`config.mk`:
```
export PLATFORM = sky130hd
export DESIGN_NAME = wordcount_cmd_dispatch_flat
export DESIGN_NICKNAME = d
export VERILOG_FILES = /design/src/rtl/wordcount_pkg.sv /design/src/rtl/wordcount_cmd_dispatch_if.sv /design/src/rtl/cmd_fifo.sv /design/src/rtl/wordcount_cmd_dispatch.sv /design/src/flat_wrapper.sv
export SDC_FILE = /design/constraint.sdc
export NUM_CORES = 1
export LEC_CHECK = 0
export CORE_AREA = 2 2 250 252
export CTS_CLUSTER_DIAMETER = 50
export DETAILED_ROUTE_END_ITERATION = 10
export DIE_AREA = 0 0 252 254
export PLACE_DENSITY = 0.72
export RECOVER_POWER = 100
export SLEW_MARGIN = 10
export SYNTH_ARGS = -nofsm -noshare
export SYNTH_HDL_FRONTEND = slang
export SYNTH_SLANG_ARGS = --single-unit
```
`constraint.sdc`:
```
create_clock -name clk -period 4.6 [get_ports clk]
set_input_delay 1.38 -clock clk [delete_from_list [all_inputs] [get_ports clk]]
set_output_delay 1.38 -clock clk [all_outputs]
set_load 0.02 [all_outputs]
```
`src/rtl/wordcount_pkg.sv`:
```
// Shared types for the word-count command dispatcher: FSM states,
// command codes and the queued-command record.
package wordcount_pkg;

    typedef enum logic [1:0] {
        WAIT_READY,
        IDLE,
        LAUNCH,
        RUN
    } state_t;

    localparam logic [31:0] CMD_SEARCH_ADD  = 32'd1;
    localparam logic [31:0] CMD_RESULT_COPY = 32'd2;
    localparam logic [31:0] CMD_CLEAR       = 32'd3;

    typedef struct packed {
        logic [31:0] command;
        logic [31:0] words;
        logic [63:0] offset;
    } cmd_t;

    localparam int CMD_W = $bits(cmd_t);

    // A code selects an engine only when it falls in 1..num_eng.
    function automatic logic cmd_valid(input logic [31:0] code, input int num_eng);
        return (code != 32'd0) && (code <= 32'(num_eng));
    endfunction

endpackage

```
`src/rtl/wordcount_cmd_dispatch_if.sv`:
```
// Command, engine and accumulator signals of the dispatcher.
// slave = dispatcher view, master = host/engine side.
interface wordcount_cmd_dispatch_if #(
    parameter int NUM_ENG = 3,
    parameter int ADDR_W  = 32,
    parameter int DATA_W  = 64
);
    logic                             ready_in;
    logic                             kick;
    logic [31:0]                      command;
    logic [31:0]                      num_of_words;
    logic [63:0]                      global_memory_offset;
    logic                             busy;
    logic [NUM_ENG-1:0]               eng_kick;
    logic [NUM_ENG-1:0]               eng_busy;
    logic [31:0]                      eng_words;
    logic [63:0]                      eng_offset;
    logic [NUM_ENG-1:0][ADDR_W-1:0]   eng_addr;
    logic [NUM_ENG-1:0][DATA_W-1:0]   eng_din;
    logic [NUM_ENG-1:0]               eng_we;
    logic [ADDR_W-1:0]                accum_addr;
    logic [DATA_W-1:0]                accum_din;
    logic                             accum_we;
    logic                             err_clear;
    logic                             err_unknown;
    logic                             err_overflow;
    logic                             err_timeout;
    logic [15:0]                      done_count;

    modport slave (
        input  ready_in, kick, command, num_of_words, global_memory_offset,
               eng_busy, eng_addr, eng_din, eng_we, err_clear,
        output busy, eng_kick, eng_words, eng_offset,
               accum_addr, accum_din, accum_we,
               err_unknown, err_overflow, err_timeout, done_count
    );

    modport master (
        output ready_in, kick, command, num_of_words, global_memory_offset,
               eng_busy, eng_addr, eng_din, eng_we, err_clear,
        input  busy, eng_kick, eng_words, eng_offset,
               accum_addr, accum_din, accum_we,
               err_unknown, err_overflow, err_timeout, done_count
    );
endinterface

```
`src/rtl/cmd_fifo.sv`:
```
// Small power-of-two FIFO with first-word-fall-through read port.
// The caller guards push against full (allowing push while full only when
// popping the same cycle) and pop against empty.
module cmd_fifo #(
    parameter int WIDTH = 128,
    parameter int DEPTH = 4
) (
    input  logic             clk,
    input  logic             reset_n,
    input  logic             push,
    input  logic [WIDTH-1:0] din,
    input  logic             pop,
    output logic [WIDTH-1:0] dout,
    output logic             full,
    output logic             empty
);
    localparam int AW = $clog2(DEPTH);

    logic [WIDTH-1:0] mem [DEPTH];
    logic [AW-1:0]    wr_ptr, rd_ptr;
    logic [AW:0]      cnt;

    assign dout  = mem[rd_ptr];
    assign full  = (cnt == (AW+1)'(DEPTH));
    assign empty = (cnt == '0);

    // Pointers and occupancy; pointers wrap naturally on power-of-two depth.
    always_ff @(posedge clk or negedge reset_n) begin
        if (!reset_n) begin
            wr_ptr <= '0;
            rd_ptr <= '0;
            cnt    <= '0;
        end else begin
            if (push) wr_ptr <= wr_ptr + 1'b1;
            if (pop)  rd_ptr <= rd_ptr + 1'b1;
            case ({push, pop})
                2'b10:   cnt <= cnt + 1'b1;
                2'b01:   cnt <= cnt - 1'b1;
                default: cnt <= cnt;
            endcase
        end
    end

    // Storage needs no reset; occupancy decides what is valid.
    always_ff @(posedge clk) begin
        if (push) mem[wr_ptr] <= din;
    end
endmodule

```
`src/rtl/wordcount_cmd_dispatch.sv`:
```
// Queues host commands and launches them one at a time on the selected
// engine, muxing that engine's accumulator port while it runs.
module wordcount_cmd_dispatch
    import wordcount_pkg::*;
#(
    parameter int NUM_ENG = 3,
    parameter int QDEPTH  = 4,
    parameter int ADDR_W  = 32,
    parameter int DATA_W  = 64,
    parameter int TIMEOUT = 65535
) (
    input  logic                    clk,
    input  logic                    reset_n,
    wordcount_cmd_dispatch_if.slave bus
);
    localparam int          SEL_W = (NUM_ENG > 1) ? $clog2(NUM_ENG) : 1;
    localparam logic [31:0] TMO   = 32'(TIMEOUT);

    state_t             state;
    logic [SEL_W-1:0]   sel;
    logic [NUM_ENG-1:0] eng_kick_q;
    logic [31:0]        words_q;
    logic [63:0]        offset_q;
    logic [31:0]        run_cnt;
    logic [15:0]        done_q;
    logic               err_unk_q, err_ovf_q, err_tmo_q;

    cmd_t               push_cmd, head;
    logic               full, empty, push, pop, cmd_ok;
    logic               ovf_set, unk_set, tmo_set, run_done;

    assign push_cmd = {bus.command, bus.num_of_words, bus.global_memory_offset};

    // A full queue still takes a kick when the head leaves the same cycle.
    assign pop      = (state == IDLE) && !empty;
    assign push     = bus.kick && (!full || pop);
    assign ovf_set  = bus.kick && full && !pop;
    assign cmd_ok   = cmd_valid(head.command, NUM_ENG);
    assign unk_set  = pop && !cmd_ok;
    // eng_kick still high means the engine has not had a chance to raise busy.
    assign run_done = (state == RUN) && (eng_kick_q == '0) && !bus.eng_busy[sel];
    assign tmo_set  = (state == RUN) && (TMO != 32'd0) && (run_cnt == TMO - 32'd1);

    cmd_fifo #(.WIDTH(CMD_W), .DEPTH(QDEPTH)) u_fifo (
        .clk     (clk),
        .reset_n (reset_n),
        .push    (push),
        .din     (push_cmd),
        .pop     (pop),
        .dout    (head),
        .full    (full),
        .empty   (empty)
    );

    // Dispatch FSM: pop, latch parameters, pulse one engine, wait for it.
    always_ff @(posedge clk or negedge reset_n) begin
        if (!reset_n) begin
            state      <= WAIT_READY;
            sel        <= '0;
            eng_kick_q <= '0;
            words_q    <= '0;
            offset_q   <= '0;
            run_cnt    <= '0;
            done_q     <= '0;
        end else begin
            eng_kick_q <= '0;
            case (state)
                WAIT_READY: if (bus.ready_in) state <= IDLE;
                IDLE: begin
                    if (pop && cmd_ok) begin
                        sel      <= SEL_W'(head.command - 32'd1);
                        words_q  <= head.words;
                        offset_q <= head.offset;
                        state    <= LAUNCH;
                    end
                end
                LAUNCH: begin
                    eng_kick_q <= NUM_ENG'(1) << sel;
                    run_cnt    <= '0;
                    state      <= RUN;
                end
                RUN: begin
                    // Saturates at TMO so the timeout flag fires only once.
                    if (run_cnt != TMO) run_cnt <= run_cnt + 32'd1;
                    if (run_done) begin
                        done_q <= done_q + 16'd1;
                        state  <= IDLE;
                    end
                end
                default: state <= WAIT_READY;
            endcase
        end
    end

    // Sticky error flags; a set in the same cycle as err_clear wins.
    always_ff @(posedge clk or negedge reset_n) begin
        if (!reset_n) begin
            err_unk_q <= 1'b0;
            err_ovf_q <= 1'b0;
            err_tmo_q <= 1'b0;
        end else begin
            err_unk_q <= unk_set || (err_unk_q && !bus.err_clear);
            err_ovf_q <= ovf_set || (err_ovf_q && !bus.err_clear);
            err_tmo_q <= tmo_set || (err_tmo_q && !bus.err_clear);
        end
    end

    // Accumulator port follows the selected engine only while it owns it.
    always_comb begin
        bus.accum_we   = 1'b0;
        bus.accum_addr = '0;
        bus.accum_din  = '0;
        if (state == LAUNCH || state == RUN) begin
            bus.accum_we   = bus.eng_we[sel];
            bus.accum_addr = bus.eng_addr[sel];
            bus.accum_din  = bus.eng_din[sel];
        end
    end

    assign bus.busy         = !bus.ready_in || !empty || (state != IDLE);
    assign bus.eng_kick     = eng_kick_q;
    assign bus.eng_words    = words_q;
    assign bus.eng_offset   = offset_q;
    assign bus.err_unknown  = err_unk_q;
    assign bus.err_overflow = err_ovf_q;
    assign bus.err_timeout  = err_tmo_q;
    assign bus.done_count   = done_q;
endmodule
```
`src/flat_wrapper.sv`:
```
// flat-port wrapper written by rule: the top's interface ports become plain ports
module wordcount_cmd_dispatch_flat import wordcount_pkg::*;
#(
    parameter int NUM_ENG = 3,
    parameter int QDEPTH  = 4,
    parameter int ADDR_W  = 32,
    parameter int DATA_W  = 64,
    parameter int TIMEOUT = 65535
)
  (clk, reset_n, bus_ready_in, bus_kick, bus_command, bus_num_of_words, bus_global_memory_offset, bus_eng_busy, bus_eng_addr, bus_eng_din, bus_eng_we, bus_err_clear, bus_busy, bus_eng_kick, bus_eng_words, bus_eng_offset, bus_accum_addr, bus_accum_din, bus_accum_we, bus_err_unknown, bus_err_overflow, bus_err_timeout, bus_done_count);
  wordcount_cmd_dispatch_if #(.NUM_ENG(NUM_ENG), .ADDR_W(ADDR_W), .DATA_W(DATA_W)) bus_i ();
  input  logic clk;
  input  logic reset_n;
  input wire logic [$bits(bus_i.ready_in)-1:0] bus_ready_in;
  input wire logic [$bits(bus_i.kick)-1:0] bus_kick;
  input wire logic [$bits(bus_i.command)-1:0] bus_command;
  input wire logic [$bits(bus_i.num_of_words)-1:0] bus_num_of_words;
  input wire logic [$bits(bus_i.global_memory_offset)-1:0] bus_global_memory_offset;
  input wire logic [$bits(bus_i.eng_busy)-1:0] bus_eng_busy;
  input wire logic [$bits(bus_i.eng_addr)-1:0] bus_eng_addr;
  input wire logic [$bits(bus_i.eng_din)-1:0] bus_eng_din;
  input wire logic [$bits(bus_i.eng_we)-1:0] bus_eng_we;
  input wire logic [$bits(bus_i.err_clear)-1:0] bus_err_clear;
  output wire logic [$bits(bus_i.busy)-1:0] bus_busy;
  output wire logic [$bits(bus_i.eng_kick)-1:0] bus_eng_kick;
  output wire logic [$bits(bus_i.eng_words)-1:0] bus_eng_words;
  output wire logic [$bits(bus_i.eng_offset)-1:0] bus_eng_offset;
  output wire logic [$bits(bus_i.accum_addr)-1:0] bus_accum_addr;
  output wire logic [$bits(bus_i.accum_din)-1:0] bus_accum_din;
  output wire logic [$bits(bus_i.accum_we)-1:0] bus_accum_we;
  output wire logic [$bits(bus_i.err_unknown)-1:0] bus_err_unknown;
  output wire logic [$bits(bus_i.err_overflow)-1:0] bus_err_overflow;
  output wire logic [$bits(bus_i.err_timeout)-1:0] bus_err_timeout;
  output wire logic [$bits(bus_i.done_count)-1:0] bus_done_count;
  assign bus_i.ready_in = bus_ready_in;
  assign bus_i.kick = bus_kick;
  assign bus_i.command = bus_command;
  assign bus_i.num_of_words = bus_num_of_words;
  assign bus_i.global_memory_offset = bus_global_memory_offset;
  assign bus_i.eng_busy = bus_eng_busy;
  assign bus_i.eng_addr = bus_eng_addr;
  assign bus_i.eng_din = bus_eng_din;
  assign bus_i.eng_we = bus_eng_we;
  assign bus_i.err_clear = bus_err_clear;
  assign bus_busy = bus_i.busy;
  assign bus_eng_kick = bus_i.eng_kick;
  assign bus_eng_words = bus_i.eng_words;
  assign bus_eng_offset = bus_i.eng_offset;
  assign bus_accum_addr = bus_i.accum_addr;
  assign bus_accum_din = bus_i.accum_din;
  assign bus_accum_we = bus_i.accum_we;
  assign bus_err_unknown = bus_i.err_unknown;
  assign bus_err_overflow = bus_i.err_overflow;
  assign bus_err_timeout = bus_i.err_timeout;
  assign bus_done_count = bus_i.done_count;
  wordcount_cmd_dispatch #(.NUM_ENG(NUM_ENG), .QDEPTH(QDEPTH), .ADDR_W(ADDR_W), .DATA_W(DATA_W), .TIMEOUT(TIMEOUT)) u_core (.clk(clk), .reset_n(reset_n), .bus(bus_i));
endmodule
```
# Yosys cells after proc, flatten, opt, wreduce, memory -nomap -nowiden
# Memories as Yosys holds them, arrays and structs flattened.
# Index checks and enable logic that the tools add are counted.
# W data, S select, Z words.
[word_totals] romBits=0 in_bits=427 output_inout_bits=216 ramBits=512 latchBits=0 mem_count=1 elab_cells=95 ff_bits=161
[op_classes] n_mul=0 add_sub_neg=7 bitwise=0 n_mux=21 eq_ne=13 n_shift=1 n_reduce_logical=37 div_mod_pow=0 n_lt_le_gt_ge=2
[mem_list] memory="u_core.u_fifo.mem" depth=4 width=128 rd=1 rd_ports_with_merged_regs=0 write_ports=1 line_no="cmd_fifo.sv:19" source="logic [WIDTH-1:0] mem [DEPTH];"
[ops] cell="$bmux W64 S2" n=1
[ops] cell="$mux W64" n=2
[ops] cell="$mux W32" n=3
[ops] cell="$bmux W32 S2" n=1
[ops] cell="$pmux W32 S2" n=1
[ops] cell="$add A32 B1 Y32 const B" n=1
[ops] cell="$eq A32 B16 Y1 const B" n=1
[ops] cell="$le A32 B2 Y1 const B" n=1
[ops] cell="$ne A32 B16 Y1 const B" n=1
[ops] cell="$reduce_bool A32 Y1" n=1
[ops] cell="$add A16 B1 Y16 const B" n=1
[ops] cell="$logic_and A1 B1 Y1" n=13
[ops] cell="$pmux W2 S4" n=1
[ops] cell="$logic_not A1 Y1" n=7
[ops] cell="$logic_or A1 B1 Y1" n=7
[ops] cell="$eq A2 B2 Y1 const B" n=3
[ops] cell="$logic_not A3 Y1" n=2
[ops] cell="$mux W2" n=3
[ops] cell="$ne A2 B2 Y1 const B" n=3
[ops] cell="$pmux W3 S2" n=1
[ops] cell="$reduce_and A2 Y1" n=3
[ops] cell="$mux W1" n=5
[ops] cell="$add A2 B1 Y2 const B" n=2
[ops] cell="$bmux W1 S2" n=2
[ops] cell="12 further kinds" n=15

# Longest topological paths before layout
# Gate-level depths: netlist of the first run.
[depth] ltp_word=7 ltp_mapped=12 depth_no_buf=11

# Hierarchy
# Synthesis of the first run repeated with hierarchy kept, for this count alone.
[unflattened] hier_cells=1678 area_unflattened_um2=27886.7
[modules_own_cells] mod="cmd_fifo" cells_each=706 n_inst=1 area_per_inst_um2=18865.6
[modules_own_cells] mod="wordcount_cmd_dispatch" cells_each=972 n_inst=1 area_per_inst_um2=9021.2

# Worst setup path after synthesis of the first run
# No wires, ideal clock.
[synth_timing] path_type="input -> register" from="input port bus_kick" to="memory u_core.u_fifo.mem[0][0], enable pin" path_slack_ps=-595 setup_ps=502 path_buffers=1 arrival_ps=4693 cell_stages=3 required_time_ps=4098 cell_sequence="nor2b_1 clkbuf_1 and2_1"
[synth_between] elab_chain_len=3
[synth_rtl] element="start, declared" line_no="flat_wrapper.sv:15" source="input wire logic [$bits(bus_i.kick)-1:0] bus_kick;"
[synth_rtl] element="$logic_and A1 B1 Y1" line_no="wordcount_cmd_dispatch.sv:36" source="assign push = bus.kick && (!full || pop);"
[synth_rtl] element="$mux W1" line_no="cmd_fifo.sv:46" source="if (push) mem[wr_ptr] <= din;"
[synth_rtl] element="$mux W1 (not written as such)" line_no="cmd_fifo.sv:46"
[synth_rtl] element="end, declared" line_no="cmd_fifo.sv:19"
# Every way passes these cells.

# Final worst setup path of the first run
[layout_timing] from="input port bus_eng_din[8]" to="output port bus_accum_din[8]"
[layout_between] elab_chain_len=3
[layout_rtl] element="start, declared" line_no="flat_wrapper.sv:21" source="input wire logic [$bits(bus_i.eng_din)-1:0] bus_eng_din;"
[layout_rtl] element="$bmux W64 S2" line_no="wordcount_cmd_dispatch.sv:116" source="bus.accum_din = bus.eng_din[sel];"
[layout_rtl] element="$mux W64 (not written as such)" line_no="wordcount_cmd_dispatch.sv:116"
[layout_rtl] element="$mux W64" line_no="wordcount_cmd_dispatch.sv:113" source="if (state == LAUNCH || state == RUN) begin"
[layout_rtl] element="end, declared" line_no="flat_wrapper.sv:29" source="output wire logic [$bits(bus_i.accum_din)-1:0] bus_accum_din;"
# Every way passes these cells. The select of a mux whose other input is x is not followed.

==> flow_summary.yaml, run 1 <==
placement:
  place_congestion: 1.087
  post-place-ws_ps: 63.05
  dpl_cell_area_um2: 35050
  dp.cells: 3066
  port_buffers: 642
  hpwl_mm: 66.20
logic_synthesis:
  synth_top_family_by_area: "multiplexers"
  synth_nets: 2105
  synth.distinct_cells: 49
  seq_area_frac_synth_pct: 70.97
  async_flop_share_pct: 23.92
  synthesis.area_um2: 27340
  synth_simple_gate_area_share_pct: 6.453
  syn-mean-instance-area_um2: 16.44
  synth_cells: 1663
  yosys_register_bits: 673
  synthAdderAreaFrac_pct: 0.7140
  synthXorXnorAreaFrac_pct: 1.602
  yosysWarnings: 0
  synth_compound_area_share_pct: 2.490
  synth_edf_count: 512
  muxShareOfSynthArea_pct: 16.16
  synth_ff_type: "edfxtp_1"
sta:
  worst_pin_slew_ps: 2667
  slew_headroom_pct: -77.78
  hold_viol: 0
  drv_slew: 380
  period_share_pct: 98.76
  setup_viol: 0
  timing.fmax_ghz: 0.2201
  grt_setup_unrepaired: "false"
  final.setup_skew_ps: 22.28
  period_minus_slack_ps: 4543
  setup_ws_ps: 56.88
  finalSetupTns_ps: 0
routing:
  wl_met1_mm: 33.05
  route.met3.wl_mm: 5.995
  top_layer_used: "met5"
  routedWlPerCell_um: 27.65
  drcViolationCount: 0
  vias: 17360
  met2_length_mm: 46.82
  dr.pass1.iters: 5
  ant_nets: 0
  drt-initial-drc-count: 1309
  viasPerCell: 5.392
  postRouteWirelength_mm: 89.04
cells_and_area:
  final_common_cell: "edfxtp_1"
  area_growth_pct: 36.25
  final_cell_mix: "512 x edfxtp_1, 330 x dlygate4sd3_1, 311 x clkdlybuf4s50_1"
  nets: 2791
  post-route-util_pct: 60.81
  fillCellCount: 4584
  seqCellArea_um2: 19410
  postLayoutCellArea_um2: 37250
  multi_input_comb_area_um2: 7450
  finalNonFillerCells: 3220
  layout-drive-gt1-share_pct: 14.01
critical_path:
  r2r_start: "u_core.state[1]"
  r2r_end: "u_core.u_fifo.mem[1][105]"
  crit_path_end_kind: "output pin"
  cpPeakStageDelay_ps: 670
  worst_ep_arrival_time_ps: 3160
  r2r_cells: 6
  required_ps: 3220
  path_cells: "clkdlybuf4s50_1, mux2i_1, nor2_1, a21oi_1, buf_4, nor2_1, dlygate4sd3_1"
  startpoint_type: "input port"
  crit_type: "input port to output pin"
  critPathMaxFanout: 1
  reg2reg_slack_ps: 700
  cp_common_cell: "nor2_1"
  crit_slowest_cell: "dlygate4sd3_1"
pwr:
  p_leak_nw: 14.23
  ir_drop_v: 0.0004171
  power.density_nw_per_um2: 439.9
floorplan:
  start_util_pct: 44.63
  die_h_um: 254
  die_w_um: 252
  die_area_um2: 64010
  coreArea_um2: 61260
  num_rows: 91
  pin_count: 643
hold_path:
  whs_endpoint: "u_core.bus.done_count[15]"
  min_path_type: "flip-flop to flip-flop"
  holdCritStartpoint: "u_core.bus.done_count[15]"
  whs_path_depth: 1
global_route:
  grt_antenna_before_repair: 62
  grt_pass1_wl_mm: 124.7
  grt_max_degree: 103
  grt_overflow_total: 0
  grt_use_total_pct: 27.56
  first_global_vias: 17790
clocking:
  cts-root-buf: "clkbuf_16"
  clock_latency_ps: 610
  clkTransAtPathRegs_ps: 50
  htree_levels: 3
  tritoncts: "built"
  clock_path_buffers: 3
  cts_buffers: 71
  cts_sinks: 673
  hold_buffers: 0
run:
  cap_violations: 9
status:
  status: "finished with violations"
  violations: "max-capacitance violations, max-slew violations"
sequential cells by signal, summed over array words and instances (netlist names):
signal,count
u_core.bus.done_count,16
u_core.bus.eng_kick,3
u_core.bus.eng_offset,64
u_core.bus.eng_words,32
u_core.bus.err_overflow,1
u_core.bus.err_timeout,1
u_core.bus.err_unknown,1
u_core.run_cnt,32
u_core.sel,2
u_core.state,2
u_core.u_fifo.cnt,3
u_core.u_fifo.mem,512
u_core.u_fifo.rd_ptr,2
u_core.u_fifo.wr_ptr,2
final cells by class:
cell class | instances | share of cell area (%)
antenna | 24 | 0.1612
sequential | 673 | 52.12
inverter | 23 | 0.2318
timing repair buffer | 697 | 18.64
clock inverter | 39 | 1.112
clock buffer | 91 | 5.079
multi-input combinational | 883 | 20.00
tap | 790 | 2.654
where the power goes:
part	switching (mW)	internal (mW)
clock	2.36	3.24
sequential	0.306	7.56
combinational	1.44	1.47
synthesized netlist by cell type (all sizes together), types with 2 or more instances:
master | instances | share of area (%)
a21oi | 99 | 1.8
a22o | 2 | 0.064
and2 | 7 | 0.16
and3 | 13 | 0.30
and4 | 3 | 0.096
buf | 25 | 0.49
clkbuf | 59 | 0.81
dfrtp | 161 | 15
edfxtp | 512 | 56
ha | 14 | 0.64
inv | 23 | 0.32
mux2 | 99 | 4.3
mux2i | 100 | 3.7
mux4 | 99 | 8.2
nand2 | 41 | 0.56
nand2b | 2 | 0.046
nand3 | 16 | 0.31
nand4 | 21 | 0.48
nor2 | 237 | 3.3
nor2b | 3 | 0.069
nor3 | 13 | 0.24
nor3b | 3 | 0.082
nor4 | 26 | 0.59
nor4b | 4 | 0.13
o21ai | 12 | 0.22
o221ai | 2 | 0.064
o22ai | 2 | 0.046
or3 | 2 | 0.046
xnor2 | 21 | 0.67
xor2 | 29 | 0.93
metrics by stage:
stage | hold slack, ps | total power, mW
2_1_floorplan | 456.0 | 9.757
3_3_place_gp | 466.9 | 10.87
3_5_place_dp | 465.4 | 10.97
4_1_cts | 475.4 | 16.55
5_1_grt | 489.7 | 17.03
6_report | 472.2 | 16.39
worst max-delay path, delay by kind of cell:
| family | cells | cell delay (ps) |
|---|---|---|
| and+or+nand+nor | 2 | 170 |
| buffers and inverters | 3 | 1430 |
| muxes | 1 | 120 |
| AOI/OAI and AO/OA | 1 | 50 |
cells by family after synthesis:
kind of cell,after synthesis
AOI/OAI and AO/OA,126
xor gates and xnor gates,50
adders and majority gates,15
buffers and inverters,107
DFF,673
muxes,298
and+or+nand+nor,394
what timing repair did:
item | in CTS | in global routing
setup endpoints to repair | 0 | 2
gates resized for setup | 0 | 2
setup buffers | 0 | 0
worst max-delay path by stage:
stage                           startpoint                      end  slack [ps]  depth (start not counted)
final                       bus_eng_din[8]         bus_accum_din[8]          60                          7
after global routing       bus_eng_din[45]        bus_accum_din[45]           3                          7
after detailed placement  bus_eng_din[133]         bus_accum_din[5]          60                          6
after floorplan                   bus_kick  u_core.u_fifo.mem[0][0]         830                          3
after global placement    bus_eng_din[133]         bus_accum_din[5]          50                          6
after CTS                 bus_eng_din[133]         bus_accum_din[5]          60                          6
per-layer routing:
metal	track usage (%)	up-vias
met3	6.986	168
met2	49.17	618
li1	-	7742
met5	0	-
met1	32.08	8801
met4	10.21	32
Note: power is estimated with default switching activity, not from simulation.
==> run 2, diff against run 1 <==
--- a/config.mk
+++ b/config.mk
@@ -5,11 +5,12 @@
 export SDC_FILE = /design/constraint.sdc
 export NUM_CORES = 1
 export LEC_CHECK = 0
-export CORE_AREA = 2 2 250 252
+export CAP_MARGIN = 0
+export CORE_AREA = 2 2 252 254
 export CTS_CLUSTER_DIAMETER = 50
 export DETAILED_ROUTE_END_ITERATION = 10
-export DIE_AREA = 0 0 252 254
-export PLACE_DENSITY = 0.72
+export DIE_AREA = 0 0 254 256
+export PLACE_DENSITY = 0.68
 export RECOVER_POWER = 100
 export SLEW_MARGIN = 10
 export SYNTH_ARGS = -nofsm -noshare
==> constraint.sdc (replaced) <==
create_clock -name clk -period 5.1 [get_ports clk]
set_input_delay 1.53 -clock clk [delete_from_list [all_inputs] [get_ports clk]]
set_output_delay 1.53 -clock clk [all_outputs]
set_load 0.02 [all_outputs]
==> run 2 against run 1 <==
  * The flow still finishes with violations (max-capacitance violations, max-slew violations)
  * Global-route usage shrank 3.6 points
  * Cell count grew 0.81%
  * First-iteration DRC count shrank 4.5%
  * Sequential power shrank 9.4%
  * Worst setup slack gained 120 ps
  * Sequential share of layout area grew 0.29 points
  * Critical path depth shrank 1
  * Flip-flop and latch count is the same
  * Combinational power shrank 14%
  * Final area shrank 0.54%
  * Worst hold slack lost 1.9 ps
  * Critical path type unchanged
  * Largest cell class unchanged
==> flow_summary.yaml, run 2 (synthesized netlist as in run 1, its figures left out) <==
status:
  status: "finished with violations"
  violations: "max-capacitance violations, max-slew violations"
placement:
  port_buffers: 642
  dpl_cell_area_um2: 34970
  post-place-ws_ps: -18.07
  place_congestion: 0.9056
  hpwl_mm: 56.19
global_route:
  grt_pass1_wl_mm: 114.3
  first_global_vias: 17640
  grt_antenna_before_repair: 44
  grt_max_degree: 104
  grt_use_total_pct: 23.97
  grt_overflow_total: 0
critical_path:
  cpPeakStageDelay_ps: 670
  path_cells: "clkdlybuf4s50_1, mux2i_1, nor2_1, a21oi_2, nor2_1, dlygate4sd3_1"
  worst_ep_arrival_time_ps: 3390
  crit_type: "input port to output pin"
  cp_common_cell: "nor2_1"
  required_ps: 3570
  critPathTopFamily: "buffers and inverters"
  critPathMaxFanout: 2
  crit_slowest_cell: "dlygate4sd3_1"
  cp_num_buf_inv: 2
  startpoint_type: "input port"
  crit_path_end_kind: "output pin"
  reg2reg_slack_ps: 500
routing:
  drt-initial-drc-count: 1250
  routedWlPerCell_um: 24.50
  viasPerCell: 5.282
  ant_nets: 0
  drcViolationCount: 0
  vias: 17150
  postRouteWirelength_mm: 79.52
  dr.pass1.iters: 7
cells_and_area:
  layout-drive-gt1-share_pct: 13.50
  largest-register: "u_core.u_fifo.mem"
  postLayoutCellArea_um2: 37050
  largest_register_ffs: 512
  final_cell_mix: "512 x edfxtp_1, 343 x dlygate4sd3_1, 298 x clkdlybuf4s50_1"
  multi_input_comb_area_um2: 7445
  seqCellArea_um2: 19410
  area_growth_pct: 35.51
  nets: 2771
  fillCellCount: 4875
  final_common_cell: "edfxtp_1"
clocking:
  cts_buffers: 69
  post_cts_buffers: 0
  clock_latency_ps: 610
  clkTransAtPathRegs_ps: 60
  cts_resized: 1
  htree_levels: 3
  cts-root-buf: "clkbuf_16"
  tritoncts: "built"
  clock_path_buffers: 3
  hold_buffers: 0
  cts_sinks: 673
pwr:
  power.density_nw_per_um2: 393.4
  swShare_pct: 25.06
  ir_drop_v: 0.0003161
  p_comb_share_pct: 17.3
  pwr-share-clk_pct: 33.8
  power.switching_mw: 3.652
  cell_internal_pwr_mw: 10.92
  share_seq_of_total_power_pct: 48.9
  p_leak_nw: 14.14
floorplan:
  coreArea_um2: 62390
  die_area_um2: 65020
  start_util_pct: 43.82
  num_rows: 92
  die_h_um: 256
  pin_count: 643
  die_w_um: 254
sta:
  period_minus_slack_ps: 4922
  worst_pin_slew_ps: 2520
  timing.fmax_ghz: 0.2032
  period_share_pct: 96.50
  setup_ws_ps: 178.3
  drv_slew: 174
  grt_setup_unrepaired: "false"
  slew_headroom_pct: -67.98
  setup_viol: 0
  hold_viol: 0
  finalSetupTns_ps: 0
  final.setup_skew_ps: 38.96
hold_path:
  min_path_type: "flip-flop to flip-flop"
run:
  cap_violations: 4
[run 2: cell count changes in the layout (fill, tap and decap cells not counted), moves of 3 or more]
cell             before  now
dlygate4sd3_1       330  343
and2_1                2    5
clkdlybuf4s50_1     311  298
clkbuf_1             23   18
buf_12               11    8
diode_2              24   15
and2_0                5    2
inv_6                 6    1
buf_4                27   14
clkinv_2              7   12
[run 2: power by group through the flow]
stage	Sequential (mW)	Clock (mW)	Combinational, mW
floorplan	7.08	0	1.72
global placement	7.18	0	2.62
detailed placement	7.24	0	2.66
CTS	7.13	5.04	2.67
global route	7.20	5.26	2.73
finish	7.13	4.93	2.52
[run 2: final cells by class]
class | instances | area share (%)
diodes | 15 | 0.1013
clock buffers | 88 | 5.049
clock inverters | 39 | 1.003
inverters | 23 | 0.2330
multi-input cells | 883 | 20.10
flip-flops and latches | 673 | 52.41
well taps | 846 | 2.857
repair buffers | 679 | 18.25
[run 2: per-stage QoR]
| stage | util (%) | std cells | power, mW | hold WS [ps] |
|---|---|---|---|---|
| 2_1_floorplan | - | 1663 | 8.801 | 456.0 |
| 3_3_place_gp | 56.05 | 3104 | 9.802 | 465.2 |
| 3_5_place_dp | 56.05 | 3104 | 9.899 | 473.3 |
| 4_1_cts | 59.65 | 3231 | 14.84 | 482.5 |
| 5_1_grt | 59.37 | 3243 | 15.19 | 492.4 |
| 6_report | 59.38 | 3246 | 14.57 | 470.4 |
[run 2: worst paths after layout]
kind / from / cells past startpoint / end
worst max-delay path: bus_eng_din[136] / 6 / bus_accum_din[8]
worst min-delay path: u_core.bus.done_count[15] / 1 / u_core.bus.done_count[15]
worst max register to register: u_core.u_fifo.rd_ptr[0] / 7 / u_core.bus.eng_offset[44]
worst min register to register: u_core.bus.done_count[15] / 1 / u_core.bus.done_count[15]
max in group asynchronous: reset_n / 2 / u_core.bus.eng_offset[31]
min in group asynchronous: reset_n / 1 / u_core.bus.eng_offset[36]
[run 2: layer usage]
layer | vias up | wire length, µm | global-route usage (%)
met2 | 627 | 40970 | 41.64
li1 | 7662 | - | -
met5 | - | 189 | 0
met1 | 8663 | 29300 | 27.95
met3 | 161 | 6376 | 7.058
met4 | 32 | 2696 | 8.987
==> run 3, diff against run 2 <==
--- a/config.mk
+++ b/config.mk
@@ -10,6 +10,7 @@
 export CTS_CLUSTER_DIAMETER = 50
 export DETAILED_ROUTE_END_ITERATION = 10
 export DIE_AREA = 0 0 254 256
+export GPL_TIMING_DRIVEN = 1
 export PLACE_DENSITY = 0.68
 export RECOVER_POWER = 100
 export SLEW_MARGIN = 10
==> results of run 3 <==
Same layout as run 2: the final DEF is identical, and so are final timing and power.
==> variant 1 (settings of run 3) <==
`TIMEOUT` is set to 65535 in 2 places; all go to 32767.
--- a/src/rtl/wordcount_cmd_dispatch.sv
+++ b/src/rtl/wordcount_cmd_dispatch.sv
@@ -7,7 +7,7 @@
     parameter int QDEPTH  = 4,
     parameter int ADDR_W  = 32,
     parameter int DATA_W  = 64,
-    parameter int TIMEOUT = 65535
+    parameter int TIMEOUT = 32767
 ) (
     input  logic                    clk,
     input  logic                    reset_n,
--- a/src/flat_wrapper.sv
+++ b/src/flat_wrapper.sv
@@ -5,7 +5,7 @@
     parameter int QDEPTH  = 4,
     parameter int ADDR_W  = 32,
     parameter int DATA_W  = 64,
-    parameter int TIMEOUT = 65535
+    parameter int TIMEOUT = 32767
 )
   (clk, reset_n, bus_ready_in, bus_kick, bus_command, bus_num_of_words, bus_global_memory_offset, bus_eng_busy, bus_eng_addr, bus_eng_din, bus_eng_we, bus_err_clear, bus_busy, bus_eng_kick, bus_eng_words, bus_eng_offset, bus_accum_addr, bus_accum_din, bus_accum_we, bus_err_unknown, bus_err_overflow, bus_err_timeout, bus_done_count);
   wordcount_cmd_dispatch_if #(.NUM_ENG(NUM_ENG), .ADDR_W(ADDR_W), .DATA_W(DATA_W)) bus_i ();
Check against the original RTL: same outputs for any inputs over 4 cycles, from zero or initial values and one cycle with reset_n low; that may be too few to reach the edited logic, so the function may still have changed.
==> variant 1 against run 3 <==
The run still ends with max-capacitance violations, max-slew violations left. Combinational power rose by 6%. Via count rose by 7.6%. Synthesized area rose by 0.27%. Critical path depth did not move. Power rose by 2.8%. Fmax fell by 2.2%. Wire length rose by 35%. Register-to-register slack got worse by 0.08 ns. Clock power rose by 4.3%. Worst setup slack got worse by 0.11 ns. Die area did not move. Design area rose by 0.85%. Sequential cell count did not move. Largest power group unchanged.
==> variant 1: results (changes against run 3) <==
status: "complete, but fails checks"
violations: "max-capacitance violations, max-slew violations"
grt_max_degree: 100  # -3.8%
clkbuf_count: 94  # +6.8%
post_synth.cell_area_avg_um2: 16.4  # about the same
multi_input_area_share: 0.201  # about the same
worst-path-max-fanout: 1  # -1
muxShareOfSynthArea: 0.161  # -0.000428
dpl.hpwl_um: 79600  # +42%
synth_nets: 2111  # +0.29%
ys.flop_type: "edfxtp_1"
cts_resized: 0  # -1
synthTopCellsByArea: "edfxtp_1 56%, dfrtp_1 15%, mux4_2 8.1%"
detail_route.wl_per_cell_um: 32.7  # +33%
first_pass_iters: 5  # -2
clk-power_mw: 5.14  # +4.3%
worstPathArrival_ns: 3.50  # +0.11 ns
nMultiInputCombCells: 887  # +0.45%
synth_fa_ha_area_frac: 0.00712  # -0.0000189
fin_cells: 3284  # +1.2%
ff_latch_area_mm2: 0.0194  # about the same
cp_top_family: "buffers and inverters"
internal_power_mw: 11.0  # +0.61%
fillers: 4615  # -5.3%
antenna_found_initial: 74  # +68%
relSlewSlack: -0.733  # -0.0533
ir_worst_vdd_v: 0.000502  # +59%
place_congestion: 0.979  # +8.1%
gr-usage-all-layers: 0.329  # +0.0892
synth-compound-area-share: 0.0296  # +0.00468
vias: 18500  # +7.6%
synth.distinct_cells: 54  # +10%
skew_ns: 0.0382  # -0.000780 ns
seq_area_frac_synth: 0.708  # -0.00188
cp_slowest_stage_delay_ns: 0.85  # +0.18 ns
clockNetworkAreaShare: 0.0628  # +0.00224
layout-drive-gt1-share: 0.147  # +0.0119
initialDrtViolationCount: 1540  # +23%
grt_pass1_vias: 18700  # +5.8%
clk_latency_ns: 0.63  # +0.02 ns
place_ws_ns: 0.155  # +0.173 ns
dpl.cell_count: 3130  # +0.84%
buffers: 702  # +3.4%
pwr-share-clk: 0.343  # +0.005
grt_pass1_wl_um: 147000  # +28%
maxSlewViolCount: 304  # +75%
final_core_util: 0.599  # +0.00503
drv_cap: 7  # +3
inv_count: 22  # -4.3%
yosys-top-cells-count: "512 x edfxtp_1, 232 x nor2_1, 161 x dfrtp_1"
layout.nets: 2800  # +1.0%
numCtsBuffers: 72  # +4.3%
power_frac_seq: 0.478  # -0.011
leakage_nw: 14.2  # +0.57%
buffer_area_frac: 0.184  # +0.00195
synth-xor-area-share: 0.0125  # -0.00356
placed_cell_area_mm2: 0.0352  # +0.73%
diodes: 21  # +6
==> variant 1: cell types whose count changed in the layout (fill, tap and decap cells not counted), moves of 5 or more <==
| cell | delta |
|---|---|
| xor2_1 | -7 |
| dlygate4sd3_1 | -10 |
| nand3_1 | +9 |
| diode_2 | +6 |
| nand2_1 | -18 |
| clkbuf_1 | +8 |
| a21oi_1 | +5 |
| o211ai_1 | +5 |
| buf_4 | +24 |
| o21a_1 | +5 |
==> variant 1: per-layer routing <==
| layer | global-route usage | vias up | wire (um) | part of all wire |
|---|---|---|---|---|
| met3 | 0.0813 | 273 | 8430 | 0.079 |
| met2 | 0.549 | 962 | 53000 | 0.49 |
| met5 | 0 | - | 191 | 0.0018 |
| met1 | 0.413 | 9403 | 40700 | 0.38 |
| li1 | - | 7786 | - | - |
| met4 | 0.128 | 28 | 5000 | 0.047 |
==> variant 1: final timing paths <==
path                                                            start  cells past startpoint  slack, ns                               endpoint
worst max-delay path                                 bus_eng_addr[67]                      6       0.07                      bus_accum_addr[3]
worst min-delay path            u_core.bus.done_count[15]$_DFFE_PN0P_                      1       0.47  u_core.bus.done_count[15]$_DFFE_PN0P_
worst max register to register    u_core.u_fifo.rd_ptr[0]$_DFFE_PN0P_                      7       0.42  u_core.bus.eng_offset[52]$_DFFE_PN0P_
worst min register to register  u_core.bus.done_count[15]$_DFFE_PN0P_                      1       0.47  u_core.bus.done_count[15]$_DFFE_PN0P_
max in group asynchronous                                     reset_n                      2       0.92   u_core.bus.eng_words[25]$_DFFE_PN0P_
min in group asynchronous                                     reset_n                      1       1.66   u_core.bus.done_count[9]$_DFFE_PN0P_
==> variant 2 (flow settings as in run 3) <==
Made on the original files. The 4 states of `state_t` get a one-hot encoding in 4 bits.
--- a/src/rtl/wordcount_pkg.sv
+++ b/src/rtl/wordcount_pkg.sv
@@ -2,11 +2,11 @@
 // command codes and the queued-command record.
 package wordcount_pkg;
 
-    typedef enum logic [1:0] {
-        WAIT_READY,
-        IDLE,
-        LAUNCH,
-        RUN
+    typedef enum logic [3:0] {
+        WAIT_READY = 4'b0001,
+        IDLE       = 4'b0010,
+        LAUNCH     = 4'b0100,
+        RUN        = 4'b1000
     } state_t;
 
     localparam logic [31:0] CMD_SEARCH_ADD  = 32'd1;
Check against the original RTL: no difference found for any inputs over 4 cycles, from zero or initial values and one cycle with reset_n low; so few cycles prove little.
==> variant 2 against run 3 <==
Hold slack improved by 0.0073 ns. Wire length increased by 26%. Power increased by 5.9%. Sequential cell count increased by 2. Count of clock-buffer cells in the layout increased by 18. Sequential power increased by 1%. Worst setup slack got worse by 0.15 ns. The run still ends with max-capacitance violations, max-slew violations left. Global-route usage increased by 6.8 points. Synthesized area increased by 3.1%. Design area increased by 2.7%. Largest power group unchanged.
==> variant 2: results (changes against run 3) <==
skew_ns: 0.0316  # -0.00740 ns
drv_cap: 7  # +3
synthArstFlopShare: 0.241  # +0.00225
gr-usage-all-layers: 0.307  # +0.0675
synth.distinct_cells: 57  # +16%
tightest_slew_ns: 2.26  # -0.260 ns
antenna_found_initial: 77  # +75%
vias: 18100  # +5.6%
ir_worst_vdd_v: 0.000393  # +24%
synth-xor-area-share: 0.0130  # -0.00297
place_congestion: 1.03  # +13%
layout.nets: 2799  # +1.0%
maxSlewViolCount: 181  # +4.0%
worstPathArrival_ns: 3.54  # +0.15 ns
grt_max_degree: 101  # -2.9%
initialDrtViolationCount: 1501  # +20%
seq_area_frac_synth: 0.690  # -0.0198
worst-path-max-fanout: 1  # -1
min_to: "u_core.bus.eng_words[2]$_DFFE_PN0P_"
violations: "max-capacitance violations, max-slew violations"
synthTopCellsByArea: "edfxtp_1 55%, dfrtp_1 14%, mux4_1 6.7%"
drt-total-wl_um: 101000  # +26%
layout-drive-gt1-share: 0.0890  # -0.0460
synth_nets: 2108  # +0.14%
grt_pass1_wl_um: 138000  # +21%
hp-start: "u_core.bus.eng_words[2]$_DFFE_PN0P_"
synth_fa_ha_area_frac: 0.00470  # -0.00244
status: "complete, but fails checks"
io_buffers: 642  # unchanged
dr_wl_met2_um: 51000  # +24%
yosys-top-cells-count: "512 x edfxtp_1, 234 x nor2_1, 162 x dfrtp_1"
first_pass_iters: 5  # -2
rrSetupSlack_ns: 0.46  # -0.04 ns
variant 2: cell count changes after synthesis, sizes merged, moves of 9 or more:
| cell | before | now |
|---|---|---|
| clkbuf | 59 | 34 |
| xnor2 | 21 | 34 |
| nand2 | 41 | 23 |
| a21oi | 99 | 108 |
| xor2 | 29 | 8 |
| nor4 | 26 | 38 |
| nand3 | 16 | 25 |
| buf | 25 | 42 |
| or3 | 2 | 11 |
variant 2: stage by stage:
stage / instance area (um2) / instances / utilization / hold slack [ns]
after floorplan: 28200 / 1671 / - / 0.483
after global routing: 38000 / 3304 / 0.609 / 0.500
after detailed placement: 35700 / 3128 / 0.573 / 0.463
final: 38000 / 3312 / 0.610 / 0.478
after CTS: 38400 / 3272 / 0.615 / 0.488
after global placement: 35700 / 3128 / 0.573 / 0.469
variant 2: worst max-delay path by stage:
stage | start | end | slack, ns | depth (start not counted)
final | bus_eng_din[169] | bus_accum_din[41] | 0.03 | 7
after global routing | u_core.state[3]$_DFFE_PN0P_ | bus_accum_din[22] | 0.02 | 5
after CTS | bus_eng_din[169] | bus_accum_din[41] | 0.07 | 7
after detailed placement | bus_eng_din[168] | bus_accum_din[40] | 0.001 | 7
after global placement | bus_eng_din[168] | bus_accum_din[40] | 0.04 | 7
after floorplan | bus_kick | u_core.u_fifo.mem[0][0]$_DFFE_PP_ | 1.01 | 3
variant 2: layout make-up:
class                           instances  area [um2]
Clock inverter                         38         448
Timing Repair Buffer                  695        6940
Antenna cell                           40         100
Multi-Input combinational cell        887        7740
Sequential cell                       675       19500
Tap cell                              846        1060
Fill cell                            4760       24400
Clock buffer                          106        2180
Inverter                               25        93.8
variant 2: logic make-up after synthesis:
logic type,Yosys count
AOI/OAI and AO/OA,138
xor gates and xnor gates,42
adders and majority gates,10
buffers and inverters,109
DFF,675
muxes,296
and+or+nand+nor,401
variant 2: what timing repair did:
action | in CTS | in global routing
hold endpoints to repair | 0 | 0
endpoints found under the setup margin | 1 | 2
hold buffers | 0 | 0
resized for setup | 1 | 2
variant 2: report_power, final:
| part | switching (mW) | internal [mW] | total [mW] |
|---|---|---|---|
| logic | 1.33 | 1.27 | 2.60 |
| clock network | 2.25 | 3.35 | 5.61 |
| registers | 0.333 | 6.89 | 7.22 |
variant 2: worst max-delay path: stages:
cell and delay (ns):
clkdlybuf4s50_1 0.68, mux2i_1 0.14, nor2_1 0.12, a21oi_1 0.06, buf_4 0.16, nor2_1 0.20, clkdlybuf4s50_1 0.65
variant 2: metal layers:
metal,vias to the layer above,track usage
met5,-,0
met4,36,0.246
met3,276,0.0837
met2,826,0.510
met1,9051,0.328
li1,7911,-
